### src/rtl/demux8_pkg.sv
// Shared constants, FSM state encoding and a one-hot helper for the
// 8-channel demultiplexing scheduler.
package demux8_pkg;

    localparam int N_CH  = 8;
    localparam int SEL_W = 3;

    typedef enum logic {
        ST_EMPTY = 1'b0,
        ST_FULL  = 1'b1
    } state_e;

    function automatic logic [N_CH-1:0] sel_onehot(input logic [SEL_W-1:0] sel);
        logic [N_CH-1:0] vec;
        vec      = '0;
        vec[sel] = 1'b1;
        return vec;
    endfunction

endpackage

### src/rtl/rr_pick8.sv
// Combinational wrapping search: first set bit of mask at or above start,
// wrapping from channel 7 back to channel 0.
module rr_pick8
    import demux8_pkg::*;
(
    input  logic [N_CH-1:0]  mask,
    input  logic [SEL_W-1:0] start,
    output logic             found,
    output logic [SEL_W-1:0] idx
);

    logic [SEL_W-1:0] cand;

    // NOTE: every output of a combinational block gets a default first so no latch is inferred.
    always_comb begin
        found = 1'b0;
        idx   = start;
        cand  = start;
        // Scan farthest offset first so the nearest enabled channel wins.
        for (int i = N_CH - 1; i >= 0; i--) begin
            cand = start + SEL_W'(i);
            if (mask[cand]) begin
                found = 1'b1;
                idx   = cand;
            end
        end
    end

endmodule

### src/rtl/demux8_sched.sv
// One-word holding register that routes each accepted payload to one of
// eight channels, either addressed or round-robin over enabled channels.
module demux8_sched
    import demux8_pkg::*;
#(
    parameter int DATA_W = 8
) (
    input  logic              clk,
    input  logic              rst,
    input  logic              mode,
    input  logic [N_CH-1:0]   chan_en,
    input  logic              in_valid,
    output logic              in_ready,
    input  logic [DATA_W-1:0] in_data,
    input  logic [SEL_W-1:0]  in_sel,
    output logic [N_CH-1:0]   out_valid,
    input  logic [N_CH-1:0]   out_ready,
    output logic [DATA_W-1:0] out_data,
    output logic [7:0]        drop_cnt,
    output logic [SEL_W-1:0]  rr_ptr
);

    state_e              state_q, state_d;
    logic [DATA_W-1:0]   data_q, data_d;
    logic [SEL_W-1:0]    dest_q, dest_d;
    logic [SEL_W-1:0]    rr_q, rr_d;
    logic [7:0]          drop_q, drop_d;

    logic                rr_found;
    logic [SEL_W-1:0]    rr_idx;
    logic                deliver;
    logic                accept;
    logic                loadable;
    logic [SEL_W-1:0]    sel;

    rr_pick8 u_pick (
        .mask  (chan_en),
        .start (rr_q),
        .found (rr_found),
        .idx   (rr_idx)
    );

    always_comb begin
        state_d   = state_q;
        data_d    = data_q;
        dest_d    = dest_q;
        rr_d      = rr_q;
        drop_d    = drop_q;
        out_valid = '0;

        // Only the addressed channel's ready matters; reset blocks any handshake.
        deliver  = (state_q == ST_FULL) && out_ready[dest_q] && !rst;
        in_ready = !rst && ((state_q == ST_EMPTY) || deliver);
        accept   = in_valid && in_ready;

        if (mode) begin
            sel      = rr_idx;
            loadable = rr_found;
        end else begin
            sel      = in_sel;
            loadable = chan_en[in_sel];
        end

        if ((state_q == ST_FULL) && !rst) begin
            out_valid = sel_onehot(dest_q);
        end

        if (deliver) begin
            state_d = ST_EMPTY;
        end

        if (accept) begin
            if (loadable) begin
                state_d = ST_FULL;
                data_d  = in_data;
                dest_d  = sel;
                if (mode) begin
                    rr_d = sel + SEL_W'(1);
                end
            end else if (drop_q != 8'hFF) begin
                drop_d = drop_q + 8'd1;
            end
        end
    end

    // NOTE: sequential state is updated with non-blocking assignments only.
    always_ff @(posedge clk) begin
        if (rst) begin
            state_q <= ST_EMPTY;
            data_q  <= '0;
            dest_q  <= '0;
            rr_q    <= '0;
            drop_q  <= '0;
        end else begin
            state_q <= state_d;
            data_q  <= data_d;
            dest_q  <= dest_d;
            rr_q    <= rr_d;
            drop_q  <= drop_d;
        end
    end

    assign out_data = data_q;
    assign drop_cnt = drop_q;
    assign rr_ptr   = rr_q;

endmodule

### config.mk
export PLATFORM = sky130hd
export DESIGN_NAME = demux8_sched
export DESIGN_NICKNAME = d
export VERILOG_FILES = /design/src/rtl/demux8_pkg.sv /design/src/rtl/rr_pick8.sv /design/src/rtl/demux8_sched.sv
export SDC_FILE = /design/constraint.sdc
export NUM_CORES = 1
export LEC_CHECK = 0
export BUFFER_PORTS_ARGS = -buffer_cell sky130_fd_sc_hd__clkbuf_2
export CORE_MARGIN = 2
export CORE_UTILIZATION = 56
export DETAILED_ROUTE_END_ITERATION = 7
export GPL_TIMING_DRIVEN = 0
export PLACE_DENSITY = 0.94
export SLEW_MARGIN = 20
export SYNTH_ARGS = -nofsm -noshare
export SYNTH_HDL_FRONTEND = slang
export SYNTH_SLANG_ARGS = --single-unit
export TNS_END_PERCENT = 20
### constraint.sdc
create_clock -name clk -period 7.45 [get_ports clk]
set_clock_uncertainty 0.2 [all_clocks]
set_input_delay 0.3725 -clock clk [delete_from_list [all_inputs] [get_ports clk]]
set_output_delay 0.3725 -clock clk [all_outputs]
set_load 0.01 [all_outputs]
After elaboration in Yosys (flattened, before gate mapping)

Cells that the tools add are included.

Register bits: 23
Input bits: 31
Output and inout bits: 28

$add $sub $neg: 9
Order comparisons: 11
Equal/unequal tests: 1
Muxes and demuxes: 44
Bitwise gates (word level): 2
Reduce and logical (&&, ||, !) cells: 11

Operators with widths:

| cell                | number |
|---|---|
| $lt 3x4->1 const B  | 10 |
| $bmux 1 s3          | 10 |
| $mux 3              | 9 |
| $mux 1              | 23 |
| $add 3x3->3 const B | 4 |
| $add 8x1->8 const B | 1 |
| $mux 8              | 1 |
| $ne 8x8->1 const B  | 1 |
| $add 3x1->3 const B | 2 |
| $add 3x2->3 const B | 2 |
| $logic_and 1x1->1   | 6 |
| $reduce_and 3->1    | 2 |
| $demux 1 s3         | 1 |
| $ge 3x1->1 const B  | 1 |
| $not 1->1           | 2 |
| $reduce_and 2->1    | 1 |
| $logic_not 1->1     | 1 |
| $logic_or 1x1->1    | 1 |

Logic depth before layout (Yosys ltp)

Gate-level depths: netlist (run 1).

Depth in word-level cells: 14
Depth in mapped cells: 14

By module

From an unflattened synthesis (run 1), not the netlist that was laid out.

Cells, all modules: 246
Area, all modules: 2110.8 µm²

By module, submodules not included:

| module       | instances | cells an instance | area each (µm²) | seq. area each (µm²) |
|---|---|---|---|---|
| demux8_sched | 1         | 154               | 1320.0          | 460.4 |
| rr_pick8     | 1         | 92                | 790.8           | 0.0 |

Worst setup path before layout (run 1)

No wires, ideal clock.

Path type: reg-to-reg
From: register rr_q[1], in the netlist rr_ptr[1]
To: register rr_q[2], in the netlist rr_ptr[2]
Setup time: 124 ps
Arrival: 3196 ps
Required time: 7126 ps
Setup slack: 3930 ps
Cell stages (with the launch flop): 15
Path buffers: 3
Period minus slack after synthesis: 3520 ps
Cells stage by stage: dfxtp_1 -> buf_6 -> clkbuf_1 -> inv_1 -> ha_1 -> buf_1 -> mux4_2 -> mux2i_1 -> mux2_2 -> a21oi_1 -> a221oi_1 -> o22ai_1 -> ha_1 -> nor3_1 -> o31ai_1

Word-level cells in the longest chain between the ends: 13
Elaborated cells on any way between the ends: 43

Ends and longest elaborated chain:

| element                      | RTL line           | text |
|---|---|---|
| start, declared              | demux8_sched.sv:26 | `logic [SEL_W-1:0] rr_q, rr_d;` |
| start signal, assigned       | demux8_sched.sv:98 | `rr_q <= rr_d;` |
| $add 3x3->3                  | rr_pick8.sv:21     | `cand = start + SEL_W'(i);` |
| $bmux 1 s3                   | rr_pick8.sv:22     | `if (mask[cand]) begin` |
| $mux 1 (implied by the code) | rr_pick8.sv:22     |  |
| $mux 3 (7 in series)         | rr_pick8.sv:22     |  |
| $mux 3 (*)                   | rr_pick8.sv:22     |  |
| $mux 3 (*)                   | demux8_sched.sv:56 | `if (mode) begin` |
| named net sel[1]             | demux8_sched.sv:34 | `logic [SEL_W-1:0] sel;` |
| $add 3x1->3 (*)              | demux8_sched.sv:78 | `rr_d = sel + SEL_W'(1);` |

The timed path passes the listed nets; every way through them passes the cells marked *. The select of a mux whose other input is x is not followed.
A chain may end at the register's enable or synchronous reset.

Worst setup path in the final report (run 1)

Same ends and word-level chain as after synthesis.

==> results of run 1 <==
-- layout by cell type, fill, tap and decap left out, types with 4 or more instances in the layout --
cell type  count
clkbuf_2      56
nor2_1        30
dfxtp_1       23
mux2i_1       18
nand2_1       16
a21oi_1       15
mux4_2        12
inv_1         11
nand3_1        8
xor2_1         7
clkbuf_1       7
nor3_1         5
nand3b_1       4
a31oi_1        4
ha_1           4
-- sequential cells by signal (all words and copies together), names as in the netlist --
signal / cells
rr_ptr: 3
drop_cnt: 8
state_q: 1
out_data: 8
dest_q: 3
-- metal layers --
metal  global-route usage [%]  part of all wire, %
met2                     42.4                   48
met1                     35.0                   44
met3                     3.21                  6.9
met4                     5.43                 0.89
met5                        0                    0
-- worst max path at each step --
stage | startpoint | slack, ps | cells past startpoint | to
after detailed placement | rr_ptr[1]$_SDFFE_PP0P_ | 3410 | 14 | rr_ptr[2]$_SDFFE_PP0P_
after global placement | rr_ptr[1]$_SDFFE_PP0P_ | 3460 | 14 | rr_ptr[2]$_SDFFE_PP0P_
after floorplan | rr_ptr[1]$_SDFFE_PP0P_ | 3930 | 14 | rr_ptr[2]$_SDFFE_PP0P_
after global routing | rr_ptr[1]$_SDFFE_PP0P_ | 3050 | 14 | rr_ptr[2]$_SDFFE_PP0P_
final | rr_ptr[1]$_SDFFE_PP0P_ | 3260 | 14 | rr_ptr[2]$_SDFFE_PP0P_
after CTS | rr_ptr[1]$_SDFFE_PP0P_ | 3370 | 14 | rr_ptr[2]$_SDFFE_PP0P_
-- per-stage QoR --
| step | utilization (%) | worst slack (ps) | hold slack, ps | area, um2 | instances |
|---|---|---|---|---|---|
| final | 69.6 | 3260 | 81.0 | 2360 | 332 |
| after global routing | 69.6 | 3050 | 87.9 | 2360 | 332 |
| after CTS | 69.6 | 3370 | 82.6 | 2360 | 332 |
| after detailed placement | 68.8 | 3410 | 289 | 2330 | 328 |
| after global placement | 68.8 | 3460 | 276 | 2330 | 328 |
| after floorplan | - | 3930 | 290 | 1990 | 226 |
-- area by class of cell --
class	count	area, um2
inverter	11	41.3
sequential	23	460
timing repair buffer	56	280
fill	253	1030
clock buffer	4	26.3
buffer	14	81.3
tap	46	57.6
multi-input combinational	178	1410
-- worst register-to-register path, cell delays in order, from the launching register on --
cell and delay (ps):
dfxtp_1 400, buf_6 170, clkbuf_1 350, inv_1 170, ha_1 300, buf_1 330
mux4_2 480, mux2i_1 320, mux2_2 220, a21oi_1 60, a221oi_1 320, o22ai_1 190
ha_1 250, nor3_1 210, o31ai_1 110
-- power by group through the flow --
stage               Combinational, mW  Clock [mW]  Sequential, mW
global placement               0.0951           0           0.133
floorplan                      0.0692           0           0.134
detailed placement             0.0979           0           0.133
global route                    0.108      0.0630           0.132
finish                         0.0995      0.0579           0.131
CTS                            0.0982      0.0584           0.131
-- kinds of logic (layout without fill, tap and decap cells) --
logic type | count (synthesis) | after routing
and+or+nand+nor | 83 | 83
xor gates and xnor gates | 9 | 9
buffers and inverters | 25 | 85
AOI/OAI and AO/OA | 47 | 47
muxes | 35 | 35
DFF | 23 | 23
adders and majority gates | 4 | 4
==> metrics.md, run 1 <==
| Metric | Value |
|---|---|
| Most frequent cell after synthesis | nor2_1 |
| Die width | around 64 um |
| Crit path DAT | 4180 ps |
| Most instantiated cells after synthesis | 30 x nor2_1, 23 x dfxtp_1, 18 x mux2i_1, 16 x nand2_1, 15 x a21oi_1 |
| Reg2reg setup slack | 3260 ps |
| Nets | ~320 |
| Delay-heaviest family, CP | multiplexers |
| Leading area contributor after synthesis | dfxtp_1 |
| Root buffer cell | clkbuf_4 |
| Worst-path maximum fanout | 10 |
| Slowest cell on crit path | mux4_2 |
| Total Wirelength | 4940 um |
| Req. time, crit path | ~7500 ps |
| DRC errors left | 0 |
| Post-synth top area share | a little under a quarter |
| Final setup fails | 0 |
| Layout cell share with drive strength beyond 1 | slightly above 30% |
| Final Slew Violations | 0 |
| Largest net degree at the start of global routing | 13 |
| Remaining antenna violation count | 0 |
| Peak Freq | 239 MHz |
| CP dominant cell by count | ha_1 |
| Clk network pwr share | between 20 and 25% |
| Power Internal | between 0.15 and 0.2 mW |
| CTS sink cnt | 23 |
| Max-slew headroom | 62.6% |
| First-pass GRT wire length | 8350 um |
| Register-to-Register Path Depth | 14 |
| Die area | around 0.0041 mm2 |
| Initial Utilization | 58.8% |
| Longest Clk Path Bufs | 2 |
| Slew @ Worst Pin | 546 ps |
| Cells after synthesis | 226 |
| RSZ-0062 raised after global routing | no |
| Synthesized area per cell | ~8.8 um2 |
| Grt ovf | 0 |
| Worst Path Class, Setup | reg2reg |
| # Post-CTS Setup Buffers | 0 |
| Row count | 21 |
| CP Cell Sequence | buf_6, clkbuf_1, inv_1, ha_1, buf_1, mux4_2, mux2i_1, mux2_2, a21oi_1, a221oi_1, o22ai_1, ha_1, nor3_1, o31ai_1 |
| Setup_tns | 0 ps |
| N_diodes | 0 |
| Final-report hold violation count | 0 |
| Clk_lat worst skew | 310 ps |
| Adder-Cell Fraction of Synth Area | 2.51% |
| Total power | 0.288 mW |
| Power per cell area | roughly 120 mW/mm2 |
| Hold path start | in_data[5] |
| XOR/XNOR Fraction of Synth Area | 3.95% |
| Post-DR vias/cell | 6.00 |
| Pleak | 1.09 nW |
| Synth Area in Compound Gates | 16.1% |
| Number of flops mapped to enable cells by yosys | 0 |
| Syn Std Cell Area | between 0.0015 and 0.002 mm2 |
| Worst hold endpoint | out_data[5]$_SDFFE_PP0P_ |
| Area delta synth->final | 18.3% |
| Gpl congestion | 0.885 |
| Startpoint class of the critical path | flip-flop |
| CTS tree | done |
| Synth async-reset ratio | 0% |
| Routed len/inst | around 15 um |
| Multiplexer share of the synthesized area | a little over a quarter |
| Synth cell types | 55 |
| Vias | 1992 |
| Final HPWL DP | 3850 um |
| Synth top area cells | dfxtp_1 23%, mux4_2 14%, mux2i_1 9.0%, nor2_1 5.6%, a21oi_1 3.8% |
| Htree depth | 1 |
| Syn Nets | 261 |
| Initial antenna violation count | 0 |
| Tot GR Track Use | around a quarter |
| Worst Hold Class | in2reg |
| First drt pass iteration count | 5 |
| Core area | approximately 0.0034 mm2 |
| Cts hold-fix bufs | 0 |
| Sw Share | 33.1% |
| Worst hold path depth | 3 |
| Peak supply drop | 140 uV |
| Combinational Power Share | 34.5% |
| Vias in the first global route | 1809 |
| PortBufs | 56 |
| TritonCTS Buffers | 3 |
| Seq pwr share | between 40 and 50% |
| Gates resized, CTS repair | 0 |
| R2r endpoint | rr_ptr[2]$_SDFFE_PP0P_ |
| Ports | 59 |
| 1st-iter DRT viols | 128 |
| Min Tclk post-route | roughly 4200 ps |
| Worst-path clk slew | between 100 and 150 ps |
| Most common flop cell mapped by yosys | dfxtp_1 |
| Crit path largest cell delay | 480 ps |
| Die extent in y | 63.7 um |
| Total of max-cap violations | 0 |
| Sw Pwr | 0.0954 mW |
| Post-synthesis simple-gate area fraction | 21.1% |
| Seq cells post-synth | 23 |
| Status | finished clean |
| Worst path bufs/invs | 4 |
| CP endpoint kind | flip-flop |
| Tcrit/Tclk final | 56.2% |
| R2r startpoint | rr_ptr[1]$_SDFFE_PP0P_ |
| Synth Warn # | 0 |
| Largest family of logic cells by synthesized area | multiplexers |
| Share of the yosys chip area belonging to registers | 23.1% |
Note: power is estimated with default switching activity, not from simulation.
==> run 2: changes to the inputs <==
CORE_UTILIZATION = 52   (was 56)
PLACE_DENSITY = 0.88   (was 0.94)
clock period = 4.25 ns   (was 7.45 ns; I/O delays follow)
==> metrics.md, run 2 (synthesized netlist as in run 1, its figures left out) <==
| Metric | Value |
|---|---|
| Final std cells w/o fill | 338 (+1.8%) |
| Hold path start | in_data[1] |
| Pleak | 1.12 nW (+2.5%) |
| Clk_lat worst skew | 260 ps (-50 ps) |
| Gates resized, CTS repair | 0 (unchanged) |
| Register-to-Register Path Depth | 13 (-1) |
| Grt ovf | 0 (unchanged) |
| Worst hold endpoint | out_data[1]$_SDFFE_PP0P_ |
| CTS tree | done |
| Post-DR vias/cell | 6.02 (+0.30%) |
| # Post-CTS Setup Buffers | 0 (unchanged) |
| DRC errors left | 0 (unchanged) |
| N_diodes | 0 (unchanged) |
| Top sig layer | met4 |
| Peak supply drop | 223 uV (+59%) |
| Remaining antenna violation count | 0 (unchanged) |
| Hold Slack | -4.03 ps (-85.1 ps) |
| Worst-path clk slew | 80 ps (-50 ps) |
| Violated checks | negative hold slack |
| Layout cell share with drive strength beyond 1 | 30.0% (-0.42 points) |
| Initial Utilization | 54.5% (-4.4 points) |
| Origin of the worst setup path | rr_ptr[0]$_SDFFE_PP0P_ |
| Final HPWL DP | 3860 um (+0.22%) |
| Fin area | 0.00243 mm2 (+2.9%) |
| Crit path DAT | 3810 ps (-370 ps) |
| WL met1 | 2090 um (-3.7%) |
| First drt pass iteration count | 4 (-1) |
| Die area | 0.00435 mm2 (+7.2%) |
| Initial antenna violation count | 0 (unchanged) |
| Worst Path Class, Setup | reg2reg |
| # fillers | 276 (+9.1%) |
| Power per cell area | 224 mW/mm2 (+83%) |
| Final setup fails | 0 (unchanged) |
| Gpl congestion | 0.873 (-1.3%) |
| Met2 WL | 2590 um (+8.9%) |
| Min Tclk post-route | 3850 ps (-330 ps) |
| Row count | 22 (+4.8%) |
| CTS sink cnt | 23 (unchanged) |
| 1st-iter DRT viols | 105 (-18%) |
| Final Slew Violations | 0 (unchanged) |
| Max-slew headroom | 61.4% (-1.2 points) |
| Final worst-path setup slack | 395 ps (-2870 ps) |
| R2r endpoint | rr_ptr[2]$_SDFFE_PP0P_ |
| Tcrit/Tclk final | 90.7% (+35 points) |
| Vias in the first global route | 1905 (+5.3%) |
| Final-report hold violation count | 1 (+1) |
| Met3 WL post-DR | 458 um (+34%) |
| Slew @ Worst Pin | 563 ps (+17.0 ps) |
| Setup_tns | 0 ps (unchanged) |
| PortBufs | 56 (unchanged) |
| TritonCTS Buffers | 3 (unchanged) |
| Worst-path maximum fanout | 10 (unchanged) |
| First-pass GRT wire length | 8300 um (-0.59%) |
| Die extent in y | 65.9 um (+3.5%) |
| Total power | 0.544 mW (+89%) |
| RSZ-0062 raised after global routing | no |
| Peak Freq | 259 MHz (+8.6%) |
| Largest net degree at the start of global routing | 13 (unchanged) |
| Die width | 65.9 um (+3.5%) |
| Most frequent cells in the layout | 56 x clkbuf_2, 30 x nor2_1, 23 x dfxtp_1, 18 x mux2i_1, 16 x nand2_1 |
| Root buffer cell | clkbuf_8 |
| Tot GR Track Use | 24.3% (-1.0 points) |
| Total of max-cap violations | 0 (unchanged) |
| Total Wirelength | 5210 um (+5.4%) |
| Cells after DPL | 330 (+0.61%) |
| Reg2reg setup slack | 400 ps (-2870 ps) |
| Area after DPL | 0.00233 mm2 (+0.11%) |
| Area delta synth->final | 21.6% |
| Finished Core Util | 66.3% (-3.3 points) |
| Htree depth | 1 (unchanged) |
| CP endpoint kind | flip-flop |
| Most common library cell in the layout ignoring fill and taps | clkbuf_2 |
| Worst hold path depth | 3 (unchanged) |
| Startpoint class of the critical path | flip-flop |
| Worst Hold Class | in2reg |
| Worst slack, placed | 124 ps (-3290 ps) |
| Vias | 2034 (+2.1%) |
| Req. time, crit path | 4200 ps (-3250 ps) |
| Routed len/inst | 15.4 um (+3.6%) |
| Nets | 326 (+1.2%) |
| Longest Clk Path Bufs | 2 (unchanged) |
| Ports | 59 (unchanged) |
| Core area | 0.00366 mm2 (+8.0%) |
| R2r startpoint | rr_ptr[0]$_SDFFE_PP0P_ |
| Status | complete, but fails checks |
-- run 2: changes by cell type in the layout (fill, tap and decap cells not counted), sizes merged --
cell,delta
dlygate4sd3,+5
clkbuf,-1
-- run 2: how the worst max path moves through the flow --
stage          depth (start not counted)                      to  slack, ps
6_report                              13  rr_ptr[2]$_SDFFE_PP0P_        400
3_3_place_gp                          14  rr_ptr[2]$_SDFFE_PP0P_        220
3_5_place_dp                          14  rr_ptr[2]$_SDFFE_PP0P_        120
4_1_cts                               14  rr_ptr[2]$_SDFFE_PP0P_         90
5_1_grt                               13  rr_ptr[2]$_SDFFE_PP0P_        170
2_1_floorplan                         14  rr_ptr[2]$_SDFFE_PP0P_        730
-- run 2: worst max-delay path: stages, from the launching register on --
cell and delay (ps):
dfxtp_1 480, buf_6 200, inv_1 100, ha_1 290
buf_1 330, mux4_2 460, mux2i_1 350, mux2_2 220
a21oi_1 60, a221oi_1 310, o22ai_1 190, ha_1 240
nor3_1 190, o31ai_1 100
-- run 2: timing repair --
action,in CTS,in global routing
endpoints found under the hold margin,5,0
setup endpoints to repair,0,2
hold buffers,5,0
-- run 2: power by group --
part	total, mW	switching (mW)	leakage [nW]	internal [mW]
Clock	0.135	0.0683	0.0228	0.0669
Sequential	0.229	0.00681	0.187	0.223
Combinational	0.179	0.0976	0.913	0.0813
Total	0.544	0.173	1.12	0.371
-- run 2: routing by layer --
layer / global-route usage (%) / up-vias
li1: - / 971
met1: 29.9 / 948
met2: 43.3 / 104
met3: 4.60 / 11
met4: 6.63 / 0
met5: 0 / -
-- run 2: cell type report --
type	instances	area, um2	area share, %
plain buffers	13	77.6	3.20
clock buffers	4	45.0	1.86
inverters	11	41.3	1.70
multi-input cells	178	1410	58.2
flip-flops and latches	23	460	19.0
well taps	48	60.1	2.48
repair buffers	61	330	13.6
